<file path="src/rtl/timer_pkg.sv">
// Shared types and constants for the interval timer controller.
package timer_pkg;

  typedef enum logic [1:0] {IDLE, RUN, HOLD} timer_state_t;

  localparam logic MODE_ONESHOT  = 1'b0;
  localparam logic MODE_PERIODIC = 1'b1;

endpackage

</file>
<file path="src/rtl/interval_timer_ctrl_if.sv">
// Control/status bundle between a timer client (master) and the timer (slave).
interface interval_timer_ctrl_if #(
  parameter int WIDTH = 8,
  parameter int PRE_W = 4
) ();

  logic             start;
  logic             stop;
  logic             hold;
  logic             mode;
  logic [WIDTH-1:0] period;
  logic [PRE_W-1:0] prescale;
  logic             busy;
  logic             tick;
  logic             done;
  logic [WIDTH-1:0] count_out;

  modport master (
    output start, stop, hold, mode, period, prescale,
    input  busy, tick, done, count_out
  );

  modport slave (
    input  start, stop, hold, mode, period, prescale,
    output busy, tick, done, count_out
  );

endinterface

</file>
<file path="src/rtl/timer_prescaler.sv">
// Clock divider: emits a one-cycle step whenever the enabled count reaches div.
module timer_prescaler #(
  parameter int PRE_W = 4
) (
  input  logic             clk,
  input  logic             rst,
  input  logic             clr,
  input  logic             en,
  input  logic [PRE_W-1:0] div,
  output logic             step
);

  logic [PRE_W-1:0] cnt;

  assign step = en && (cnt == div);

  // Wrap is by compare only, so div never needs to be a power of two minus one.
  always_ff @(posedge clk or posedge rst) begin
    if (rst) begin
      cnt <= '0;
    end else if (clr) begin
      cnt <= '0;
    end else if (en) begin
      cnt <= (cnt == div) ? '0 : cnt + 1'b1;
    end
  end

endmodule

</file>
<file path="src/rtl/interval_timer_ctrl.sv">
// Interval timer: FSM plus step counter driven by the prescaler's step pulse.
module interval_timer_ctrl #(
  parameter int WIDTH = 8,
  parameter int PRE_W = 4
) (
  input  logic                 clk,
  input  logic                 rst,
  interval_timer_ctrl_if.slave bus
);

  import timer_pkg::*;

  timer_state_t     state;
  logic [WIDTH-1:0] period_l;
  logic [WIDTH-1:0] count;
  logic [PRE_W-1:0] prescale_l;
  logic             mode_l;
  logic             tick_r;
  logic             done_r;
  logic             step;
  logic             active;
  logic             pre_clr;
  logic             pre_en;

  assign active  = (state == RUN) || (state == HOLD);
  assign pre_clr = (state == IDLE) || bus.stop;
  // The edge that leaves HOLD already counts, so HOLD and RUN share one enable.
  assign pre_en  = active && !bus.stop && !bus.hold;

  timer_prescaler #(.PRE_W(PRE_W)) u_prescaler (
    .clk  (clk),
    .rst  (rst),
    .clr  (pre_clr),
    .en   (pre_en),
    .div  (prescale_l),
    .step (step)
  );

  always_ff @(posedge clk or posedge rst) begin
    if (rst) begin
      state      <= IDLE;
      period_l   <= '0;
      prescale_l <= '0;
      mode_l     <= MODE_ONESHOT;
      count      <= '0;
      tick_r     <= 1'b0;
      done_r     <= 1'b0;
    end else begin
      tick_r <= 1'b0;
      done_r <= 1'b0;
      case (state)
        IDLE: begin
          if (bus.start && !bus.stop && (bus.period != '0)) begin
            period_l   <= bus.period;
            prescale_l <= bus.prescale;
            mode_l     <= bus.mode;
            count      <= '0;
            state      <= RUN;
          end
        end
        RUN, HOLD: begin
          if (bus.stop) begin
            count <= '0;
            state <= IDLE;
          end else if (bus.hold) begin
            state <= HOLD;
          end else begin
            state <= RUN;
            if (step) begin
              if (count == period_l - 1'b1) begin
                count  <= '0;
                tick_r <= 1'b1;
                if (mode_l == MODE_ONESHOT) begin
                  done_r <= 1'b1;
                  state  <= IDLE;
                end
              end else begin
                count <= count + 1'b1;
              end
            end
          end
        end
        default: state <= IDLE;
      endcase
    end
  end

  assign bus.busy      = active;
  assign bus.tick      = tick_r;
  assign bus.done      = done_r;
  assign bus.count_out = count;

endmodule

</file>
<file path="src/flat_wrapper.sv">
// flat-port wrapper written by rule: the top's interface ports become plain ports
module interval_timer_ctrl_flat import timer_pkg::*;
#(
  parameter int WIDTH = 8,
  parameter int PRE_W = 4
)
  (clk, rst, bus_start, bus_stop, bus_hold, bus_mode, bus_period, bus_prescale, bus_busy, bus_tick, bus_done, bus_count_out);
  interval_timer_ctrl_if #(.WIDTH(WIDTH), .PRE_W(PRE_W)) bus_i ();
  input  logic clk;
  input  logic rst;
  input wire logic [$bits(bus_i.start)-1:0] bus_start;
  input wire logic [$bits(bus_i.stop)-1:0] bus_stop;
  input wire logic [$bits(bus_i.hold)-1:0] bus_hold;
  input wire logic [$bits(bus_i.mode)-1:0] bus_mode;
  input wire logic [$bits(bus_i.period)-1:0] bus_period;
  input wire logic [$bits(bus_i.prescale)-1:0] bus_prescale;
  output wire logic [$bits(bus_i.busy)-1:0] bus_busy;
  output wire logic [$bits(bus_i.tick)-1:0] bus_tick;
  output wire logic [$bits(bus_i.done)-1:0] bus_done;
  output wire logic [$bits(bus_i.count_out)-1:0] bus_count_out;
  assign bus_i.start = bus_start;
  assign bus_i.stop = bus_stop;
  assign bus_i.hold = bus_hold;
  assign bus_i.mode = bus_mode;
  assign bus_i.period = bus_period;
  assign bus_i.prescale = bus_prescale;
  assign bus_busy = bus_i.busy;
  assign bus_tick = bus_i.tick;
  assign bus_done = bus_i.done;
  assign bus_count_out = bus_i.count_out;
  interval_timer_ctrl #(.WIDTH(WIDTH), .PRE_W(PRE_W)) u_core (.clk(clk), .rst(rst), .bus(bus_i));
endmodule
</file>
<file path="config.mk">
export PLATFORM = sky130hd
export DESIGN_NAME = interval_timer_ctrl_flat
export DESIGN_NICKNAME = d
export VERILOG_FILES = /design/src/rtl/timer_pkg.sv /design/src/rtl/interval_timer_ctrl_if.sv /design/src/rtl/timer_prescaler.sv /design/src/rtl/interval_timer_ctrl.sv /design/src/flat_wrapper.sv
export SDC_FILE = /design/constraint.sdc
export NUM_CORES = 1
export LEC_CHECK = 0
export ABC_CLOCK_PERIOD_IN_PS = 3000
export CAP_MARGIN = 20
export CORE_MARGIN = 5
export CORE_UTILIZATION = 52
export CTS_BUF_LIST = sky130_fd_sc_hd__clkbuf_4 sky130_fd_sc_hd__clkbuf_8 sky130_fd_sc_hd__clkbuf_16
export DETAILED_ROUTE_END_ITERATION = 12
export PLACE_DENSITY = 0.85
export SLEW_MARGIN = 20
export SYNTH_ARGS = -nofsm -noshare
export SYNTH_HDL_FRONTEND = slang
export SYNTH_SLANG_ARGS = --single-unit
</file>
<file path="constraint.sdc">
create_clock -name clk -period 3 [get_ports clk]
set_input_delay 0.6 -clock clk [delete_from_list [all_inputs] [get_ports clk]]
set_output_delay 0.6 -clock clk [all_outputs]
set_load 0.02 [all_outputs]
</file>
; ---- After elaboration in Yosys (flattened, before gate mapping)
; Index checks and enable logic that the tools add are counted.
[word_totals]
ff_bits = 29
word_cells = 61
[classes]
add_sub_neg = 3
eq_ne = 7
mux = 27
n_reduce_logical = 16
[op_table]
columns = op, count
row1 = 8-bit 2-to-1 mux, 5
row2 = 8-bit one-hot mux with 2 select lines, 1
row3 = 1-bit 2-to-1 mux, 12
row4 = 4-bit 2-to-1 mux, 3
row5 = 2-bit 2-to-1 mux, 5
row6 = "8-bit by 1-bit adder with 8-bit output, second input constant", 1
row7 = 8-bit == test, 1
row8 = 8-bit nonzero test, 1
row9 = "8-bit by 1-bit subtractor with 8-bit output, second input constant", 1
row10 = 1-bit logical AND, 5
row11 = "4-bit by 1-bit adder with 4-bit output, second input constant", 1
row12 = 4-bit == test, 1
row13 = 2-bit one-hot mux with 2 select lines, 1
row14 = 4-bit AND reduction, 1
row15 = 2-bit nonzero test, 2
row16 = "3-bit by 2-bit != test with 1-bit output, second input constant", 1
row17 = "3-bit != test, second input constant", 1
row18 = "2-bit by 1-bit == test with 1-bit output, second input constant", 1
row19 = "2-bit == test, second input constant", 1
row20 = 1-bit logical NOT, 2
row21 = 2-bit logical NOT, 1
row22 = 1-bit logical OR, 2
row23 = "2-bit != test, second input constant", 1
row24 = 2-bit AND reduction, 1
row25 = 2-bit OR reduction, 1

; ---- Depth between registers and ports, before layout
; Gate-level depths: netlist (run 1).
[logic_depth]
ltp_word = 9
depth_mapped = 8
mapped_depth_nobuf = 8

; ---- Cells and area by module
; Synthesis (run 1) repeated with hierarchy kept, for this count alone.
[hier_totals]
cells_unflattened = 156
hier_area_um2 = 1692.9
[by_module_without_submodules]
columns = mod, instances, cells_each, area_each_um2
row1 = interval_timer_ctrl, 1, 128, 1406.3
row2 = timer_prescaler, 1, 28, 286.5

; ---- Worst setup path after synthesis (run 1)
; Ideal clock, no wire load.
[synth_path]
path_kind = reg2reg
startpoint = register u_core.period_l[0]
endpoint = register u_core.state[0]
setup_ps = 132
arrival_ps = 2017
required_ps = 2868
path_slack_ps = 851
stages_incl_launch_ff = 9
path_buffers = 0
cell_sequence = dfrtp_1 inv_1 ha_1 or3b_2 a211oi_1 o211ai_1 a211o_1 nor3_1 o41ai_2
[synth_via]
elab_chain_len = 7
[synth_lines]
columns = item, line
row1 = from (decl), interval_timer_ctrl.sv:14  ; logic [WIDTH-1:0] period_l;
row2 = from (signal assigned), interval_timer_ctrl.sv:54  ; period_l <= bus.period;
row3 = 8-bit by 1-bit subtractor with 8-bit output, interval_timer_ctrl.sv:70  ; if (count == period_l - 1'b1) begin
row4 = 8-bit == test, interval_timer_ctrl.sv:70
row5 = 2-bit 2-to-1 mux, interval_timer_ctrl.sv:70
row6 = 2-bit 2-to-1 mux, interval_timer_ctrl.sv:69  ; if (step) begin
row7 = 2-bit 2-to-1 mux, interval_timer_ctrl.sv:65  ; end else if (bus.hold) begin
row8 = 2-bit 2-to-1 mux, interval_timer_ctrl.sv:62  ; if (bus.stop) begin
row9 = 2-bit one-hot mux with 2 select lines, interval_timer_ctrl.sv:51  ; case (state)
row10 = to (signal assigned), interval_timer_ctrl.sv:64  ; state <= IDLE;
row11 = to (signal assigned), interval_timer_ctrl.sv:66  ; state <= HOLD;
row12 = to (signal assigned), interval_timer_ctrl.sv:68  ; state <= RUN;
row13 = to (decl), interval_timer_ctrl.sv:13  ; timer_state_t state;
; Every way passes these cells.
; A chain may end at the register's enable or synchronous reset.

; ---- Final worst setup path (run 1)
[layout_path]
startpoint = register u_core.period_l[0]
endpoint = register u_core.count[0] (netlist: u_core.bus.count_out[0])
[layout_via]
elab_chain_len = 7
[layout_lines]
columns = item, line
row1 = 8-bit by 1-bit subtractor with 8-bit output, interval_timer_ctrl.sv:70
row2 = 8-bit == test, interval_timer_ctrl.sv:70
row3 = 8-bit 2-to-1 mux, interval_timer_ctrl.sv:70
row4 = 8-bit 2-to-1 mux, interval_timer_ctrl.sv:69
row5 = 8-bit 2-to-1 mux, interval_timer_ctrl.sv:65
row6 = 8-bit 2-to-1 mux, interval_timer_ctrl.sv:62
row7 = 8-bit one-hot mux with 2 select lines, interval_timer_ctrl.sv:51
row8 = to (signal assigned), interval_timer_ctrl.sv:78  ; count <= count + 1'b1;
row9 = to (decl), interval_timer_ctrl.sv:15  ; logic [WIDTH-1:0] count;
; Every way passes these cells. The select of a mux whose other input is x is not followed.

==> impl_metrics.tcl, run 1 <==
set metrics [dict create \
    status "complete, no violations" \
    setup_viol 0 \
    leakagePower_nw 0.880 \
    drt-pass1-iter-count 5 \
    tightest_slew_ps 559 \
    dp_hpwl_mm 3.05 \
    fin_crit_sh_pct 80.0 \
    coreArea_um2 3080 \
    synth-edff-count 0 \
    hold_buffers 0 \
    rows 20 \
    max-clock-path-buffers 2 \
    syn_area_per_cell_um2 10.2 \
    grt_pass1_vias 1426 \
    maxCapViolations 0 \
    drt_first_iter_violations 62 \
    rsz0062_at_grt "false" \
    cp.required_ps 3220 \
    ant_nets 0 \
    crit_type "reg2reg" \
    layout_min_cycle_time_ps 2400 \
    worst-r2r-setup-slack_ps 600 \
    post-place-ws_ps 383 \
    maxSlewViolCount 0 \
    cts_setup_buffers 0 \
    initial_utilization_pct 55.0 \
    globalRoute.totalOverflow 0 \
    ys_warn_count 0 \
    cp_max_fo 5 \
    grt_max_degree 30 \
    syn2layout_area_growth_pct 24.5 \
    synth_nets 189 \
    cts_resized 0 \
    nets 221 \
    cts.sinks 29 \
    synth_seq_area_share_pct 42.9 \
    start_kind "register" \
    post_drt_wl_per_cell_um 16.2 \
    die_h_um 67.1 \
    syn_area_um2 1690 \
    ys_ff_latch 29 \
    clk_latency_ps 330 \
    crit_path_start "u_core.period_l[0]" \
    power.density_nw_per_um2 802 \
    setup_ws_ps 601 \
    dieWidth_um 67.1 \
    cts_tree "yes" \
    ir_drop_mv 0.442 \
    grt_pass1_wl_mm 6.62 \
    h-tree-depth 2 \
    remaining_drc_errors 0 \
    fmax_ghz 0.417 \
    worstReg2RegEnd "u_core.bus.count_out[0]" \
    drive_gt1_share_pct 15.6 \
    routed_wirelength_mm 3.94 \
    grt.total_usage_pct 19.9 \
    tns_ps 0 \
    arrival_ps 2620 \
    hold_path_class "reg2reg" \
    synth_ff_type "dfrtp_1" \
    diodes 0 \
    ioPinCount 29 \
    avgViaCountPerCell 5.75 \
    die_area_um2 4500 \
    io_buffers 28 \
    synth_cells 166 \
    r2r-start "u_core.period_l[0]" \
    path_clk_slew_ps 100 \
    crit_path_end_kind "register" \
    rr_worst_depth 8 \
    netlist-cell-type-count 41 \
    slew_headroom_pct 62.5 \
    skew_ps 13.9 \
    gp_congestion 0.971 \
    cts_inserted_buffers 5 \
    worstHoldStart "u_core.mode_l" \
    cts-root-buf "clkbuf_4" \
    async_flop_share_pct 100 \
    crit_end "u_core.bus.count_out[0]" \
    via_count 1398 \
    finalHoldViolations 0 \
    grt_antenna_before_repair 0 \
]
## worst max-delay path, stage by stage, from the launching register on
cell,delay [ps]
dfrtp_1,440
inv_1,80
ha_1,180
or3b_2,480
nor4_1,270
o211ai_1,160
a211oi_1,420
nor4_1,100
a21o_1,160
## logic make-up (layout without fill, tap and decap cells)
| family | count (synthesis) | in the layout | synth area share (%) |
|---|---|---|---|
| flops | 29 | 29 | 42.9 |
| simple gates | 65 | 65 | 20.8 |
| xor+xnor | 17 | 17 | 8.80 |
| compound gates | 26 | 26 | 12.4 |
| mux | 13 | 13 | 8.65 |
| buf+inv | 11 | 44 | 2.73 |
| fa+ha+maj | 5 | 5 | 3.70 |
## sequential cells by signal, indices dropped and copies added (netlist names)
name,flops
u_core.state,2
u_core.mode_l,1
u_core.u_prescaler.cnt,4
u_core.bus.done,1
u_core.prescale_l,4
u_core.bus.count_out,8
u_core.period_l,8
u_core.bus.tick,1
## synth_stat cells (4+ instances only)
| cell | instances | area (um2) |
|---|---|---|
| xor2_1 | 8 | 70.1 |
| nand3_1 | 9 | 45.0 |
| a211oi_1 | 4 | 30.0 |
| nand2b_1 | 4 | 25.0 |
| ha_1 | 5 | 62.6 |
| nor4_1 | 5 | 31.3 |
| dfrtp_1 | 29 | 726 |
| nand2_1 | 12 | 45.0 |
| nor2_1 | 12 | 45.0 |
| a21oi_1 | 5 | 25.0 |
| xnor2_1 | 9 | 78.8 |
| nor3_1 | 6 | 30.0 |
| inv_1 | 6 | 22.5 |
| mux2_2 | 13 | 146 |
## stage by stage
| stage | cells | util, % | hold WS, ps | power [mW] | area [um2] |
|---|---|---|---|---|---|
| floorplan | 166 | - | 437 | 1.15 | 1690 |
| global placement | 235 | 65.6 | 507 | 1.31 | 2020 |
| detailed placement | 235 | 65.6 | 518 | 1.35 | 2020 |
| CTS | 243 | 68.5 | 545 | 1.70 | 2110 |
| global route | 243 | 68.5 | 558 | 1.82 | 2110 |
| finish | 243 | 68.5 | 548 | 1.69 | 2110 |
## per-layer routing
metal | share of wire, % | vias to the layer above | track usage [%] | wire, um
li1 | - | 669 | - | -
met1 | 41 | 673 | 23.4 | 1620
met2 | 50 | 49 | 34.7 | 1990
met3 | 6.3 | 7 | 5.06 | 248
met4 | 2.0 | 0 | 7.09 | 80
met5 | 0 | - | 0 | 0
## cells in the final DEF (no fill, tap or decap), types with 8 or more instances in the layout
cell type / Yosys / layout
dfrtp_1: 29 / 29
clkdlybuf4s50_1: 0 / 28
mux2_2: 13 / 13
nor2_1: 12 / 12
nand2_1: 12 / 12
nand3_1: 9 / 9
xnor2_1: 9 / 9
xor2_1: 8 / 8
## worst min path at each step
stage,endpoint,depth (start not counted)
floorplan,u_core.bus.done,1
global route,u_core.bus.done,1
finish,u_core.bus.done,1
global placement,u_core.bus.done,1
CTS,u_core.bus.done,1
detailed placement,u_core.bus.done,1
## final cells by class
| type | count | area [um2] |
|---|---|---|
| clock inverters | 1 | 30.0 |
| flip-flops and latches | 29 | 726 |
| clock buffers | 7 | 58.8 |
| repair buffers | 30 | 295 |
| inverters | 6 | 22.5 |
| multi-input cells | 126 | 921 |
| well taps | 44 | 55.1 |
| fillers | 266 | 970 |
## power by group
part           switching (mW)  internal (mW)  total, mW
clock network           0.137          0.208      0.345
logic                   0.360          0.343      0.703
registers               0.142          0.500      0.643
total                   0.640           1.05       1.69
(Power assumes the default switching activity.)
==> run 2: changes to the inputs <==
--- a/config.mk
+++ b/config.mk
@@ -5,7 +5,7 @@
 export SDC_FILE = /design/constraint.sdc
 export NUM_CORES = 1
 export LEC_CHECK = 0
-export ABC_CLOCK_PERIOD_IN_PS = 3000
+export ABC_CLOCK_PERIOD_IN_PS = 2330
 export CAP_MARGIN = 20
 export CORE_MARGIN = 5
 export CORE_UTILIZATION = 52
==> constraint.sdc (replaced) <==
create_clock -name clk -period 2.33 [get_ports clk]
set_input_delay 0.466 -clock clk [delete_from_list [all_inputs] [get_ports clk]]
set_output_delay 0.466 -clock clk [all_outputs]
set_load 0.02 [all_outputs]
==> impl_metrics.tcl, run 2 (synthesis results as in run 1) <==
set metrics [dict create \
    die_area_um2 4500 \
    crit_path_end_kind "register" \
    clk_latency_ps 330 \
    drt-pass1-iter-count 4 \
    fmax_ghz 0.432 \
    post_drt_wl_per_cell_um 17.8 \
    worstReg2RegEnd "u_core.bus.count_out[2]" \
    dieWidth_um 67.1 \
    final_cell_mix "28 x clkdlybuf4s50_1, 28 x dfrtp_1, 13 x mux2_2" \
    power_frac_comb_pct 45.1 \
    h-tree-depth 2 \
    rsz0062_at_grt "true" \
    rows 20 \
    cts_inserted_buffers 5 \
    crit_type "reg2reg" \
    nets 229 \
    power_frac_clock_pct 18.7 \
    via_count 1463 \
    ir_drop_mv 0.585 \
    grt_pass1_wl_mm 7.00 \
    path_clk_slew_ps 90 \
    setup_viol 0 \
    routed_wirelength_mm 4.47 \
    leakagePower_nw 0.928 \
    finalHoldViolations 0 \
    globalRoute.totalOverflow 0 \
    power.density_nw_per_um2 1060 \
    cts.sinks 29 \
    fillers 235 \
    dp_hpwl_mm 3.02 \
    switchingPower_mw 0.964 \
    totalPowerFinal_mw 2.39 \
    cp.required_ps 2550 \
    grt_max_degree 30 \
    rr_worst_depth 8 \
    maxCapViolations 0 \
    switching_share_pct 40.4 \
    hold_path_class "in2async" \
    diodes 0 \
    syn2layout_area_growth_pct 33.0 \
    grt_pass1_vias 1527 \
    arrival_ps 2530 \
    setup_ws_ps 15.9 \
    skew_ps 5.27 \
    worst-r2r-setup-slack_ps 20 \
    drt_first_iter_violations 60 \
    remaining_drc_errors 0 \
    fin_crit_sh_pct 99.3 \
    cts-root-buf "clkbuf_4" \
    coreArea_um2 3080 \
    initial_utilization_pct 55.0 \
    slew_headroom_pct 58.0 \
    ant_nets 0 \
    maxSlewViolCount 0 \
    p_seq_share_pct 36.2 \
    r2r-start "u_core.period_l[1]" \
    drive_gt1_share_pct 23.7 \
    grt_antenna_before_repair 0 \
    die_h_um 67.1 \
    post-place-ws_ps -61.6 \
    io_buffers 28 \
    layout_min_cycle_time_ps 2310 \
    max-clock-path-buffers 2 \
    grt.total_usage_pct 21.1 \
    start_kind "register" \
    avgViaCountPerCell 5.83 \
    cts_tree "yes" \
    gp_congestion 0.853 \
    status "complete, no violations" \
    intPower_mw 1.42 \
    ioPinCount 29 \
    tightest_slew_ps 625 \
    cp_max_fo 6 \
]
==> run 2: changes by cell type in the layout (fill, tap and decap cells not counted), sizes merged <==
cell,before,now
buf,2,10
==> run 2: worst max path at each step <==
| stage | startpoint | end | slack [ps] |
|---|---|---|---|
| floorplan | u_core.period_l[0] | u_core.state[0] | 180 |
| CTS | u_core.period_l[0] | u_core.bus.count_out[2] | 10 |
| detailed placement | u_core.period_l[0] | u_core.bus.count_out[0] | -60 |
| global placement | u_core.period_l[0] | u_core.bus.count_out[2] | 70 |
| global route | u_core.period_l[1] | u_core.bus.count_out[5] | -70 |
| finish | u_core.period_l[1] | u_core.bus.count_out[2] | 20 |
==> run 2: layout make-up <==
class / instances / area [um2] / share of cell area (%)
Sequential cell: 29 / 727 / 32.3
Tap cell: 44 / 55.1 / 2.45
Timing Repair Buffer: 38 / 355 / 15.8
Clock inverter: 1 / 30.0 / 1.33
Multi-Input combinational cell: 126 / 1000 / 44.5
Inverter: 6 / 22.5 / 1.00
Clock buffer: 7 / 58.8 / 2.61
==> run 2: power groups by stage <==
stage                     clock [mW]  combinational [mW]  sequential (mW)
after floorplan                    0               0.707            0.773
after global placement             0               0.876            0.817
after detailed placement           0               0.924            0.834
after CTS                      0.452               0.955            0.830
after global routing           0.479                1.15            0.880
final                          0.445                1.08            0.865
==> run 2: worst max-delay path, stage by stage, from the launching register on <==
cell	delay [ps]
dfrtp_1	440
inv_1	80
ha_2	200
or3b_4	430
a211oi_2	200
o211ai_1	160
a211o_1	370
o21ai_4	270
nor2_2	70
==> run 2: what timing repair did <==
action | in CTS | in global routing
setup buffers | 0 | 3
hold buffers | 0 | 0
endpoints found under the setup margin | 10 | 10
gates cloned | 0 | 0
pin swaps | 2 | 15
resized for setup | 3 | 12
==> run 2: routing by layer <==
metal / vias up / wire, um / global-route usage (%)
met3: 9 / 193 / 6.07
met5: - / 0 / 0
li1: 686 / - / -
met4: 0 / 82 / 8.35
met1: 719 / 1740 / 21.9
met2: 49 / 2450 / 39.3
==> run 2: per-stage QoR <==
step	hold WS, ps	util, %	setup TNS, ps	std cells	instance area [um2]
floorplan	437	-	0	166	1690
global placement	499	66.8	0	240	2060
detailed placement	502	66.8	-261	240	2060
CTS	498	70.2	0	248	2160
global route	511	73.1	-502	251	2250
finish	502	73.1	0	251	2250
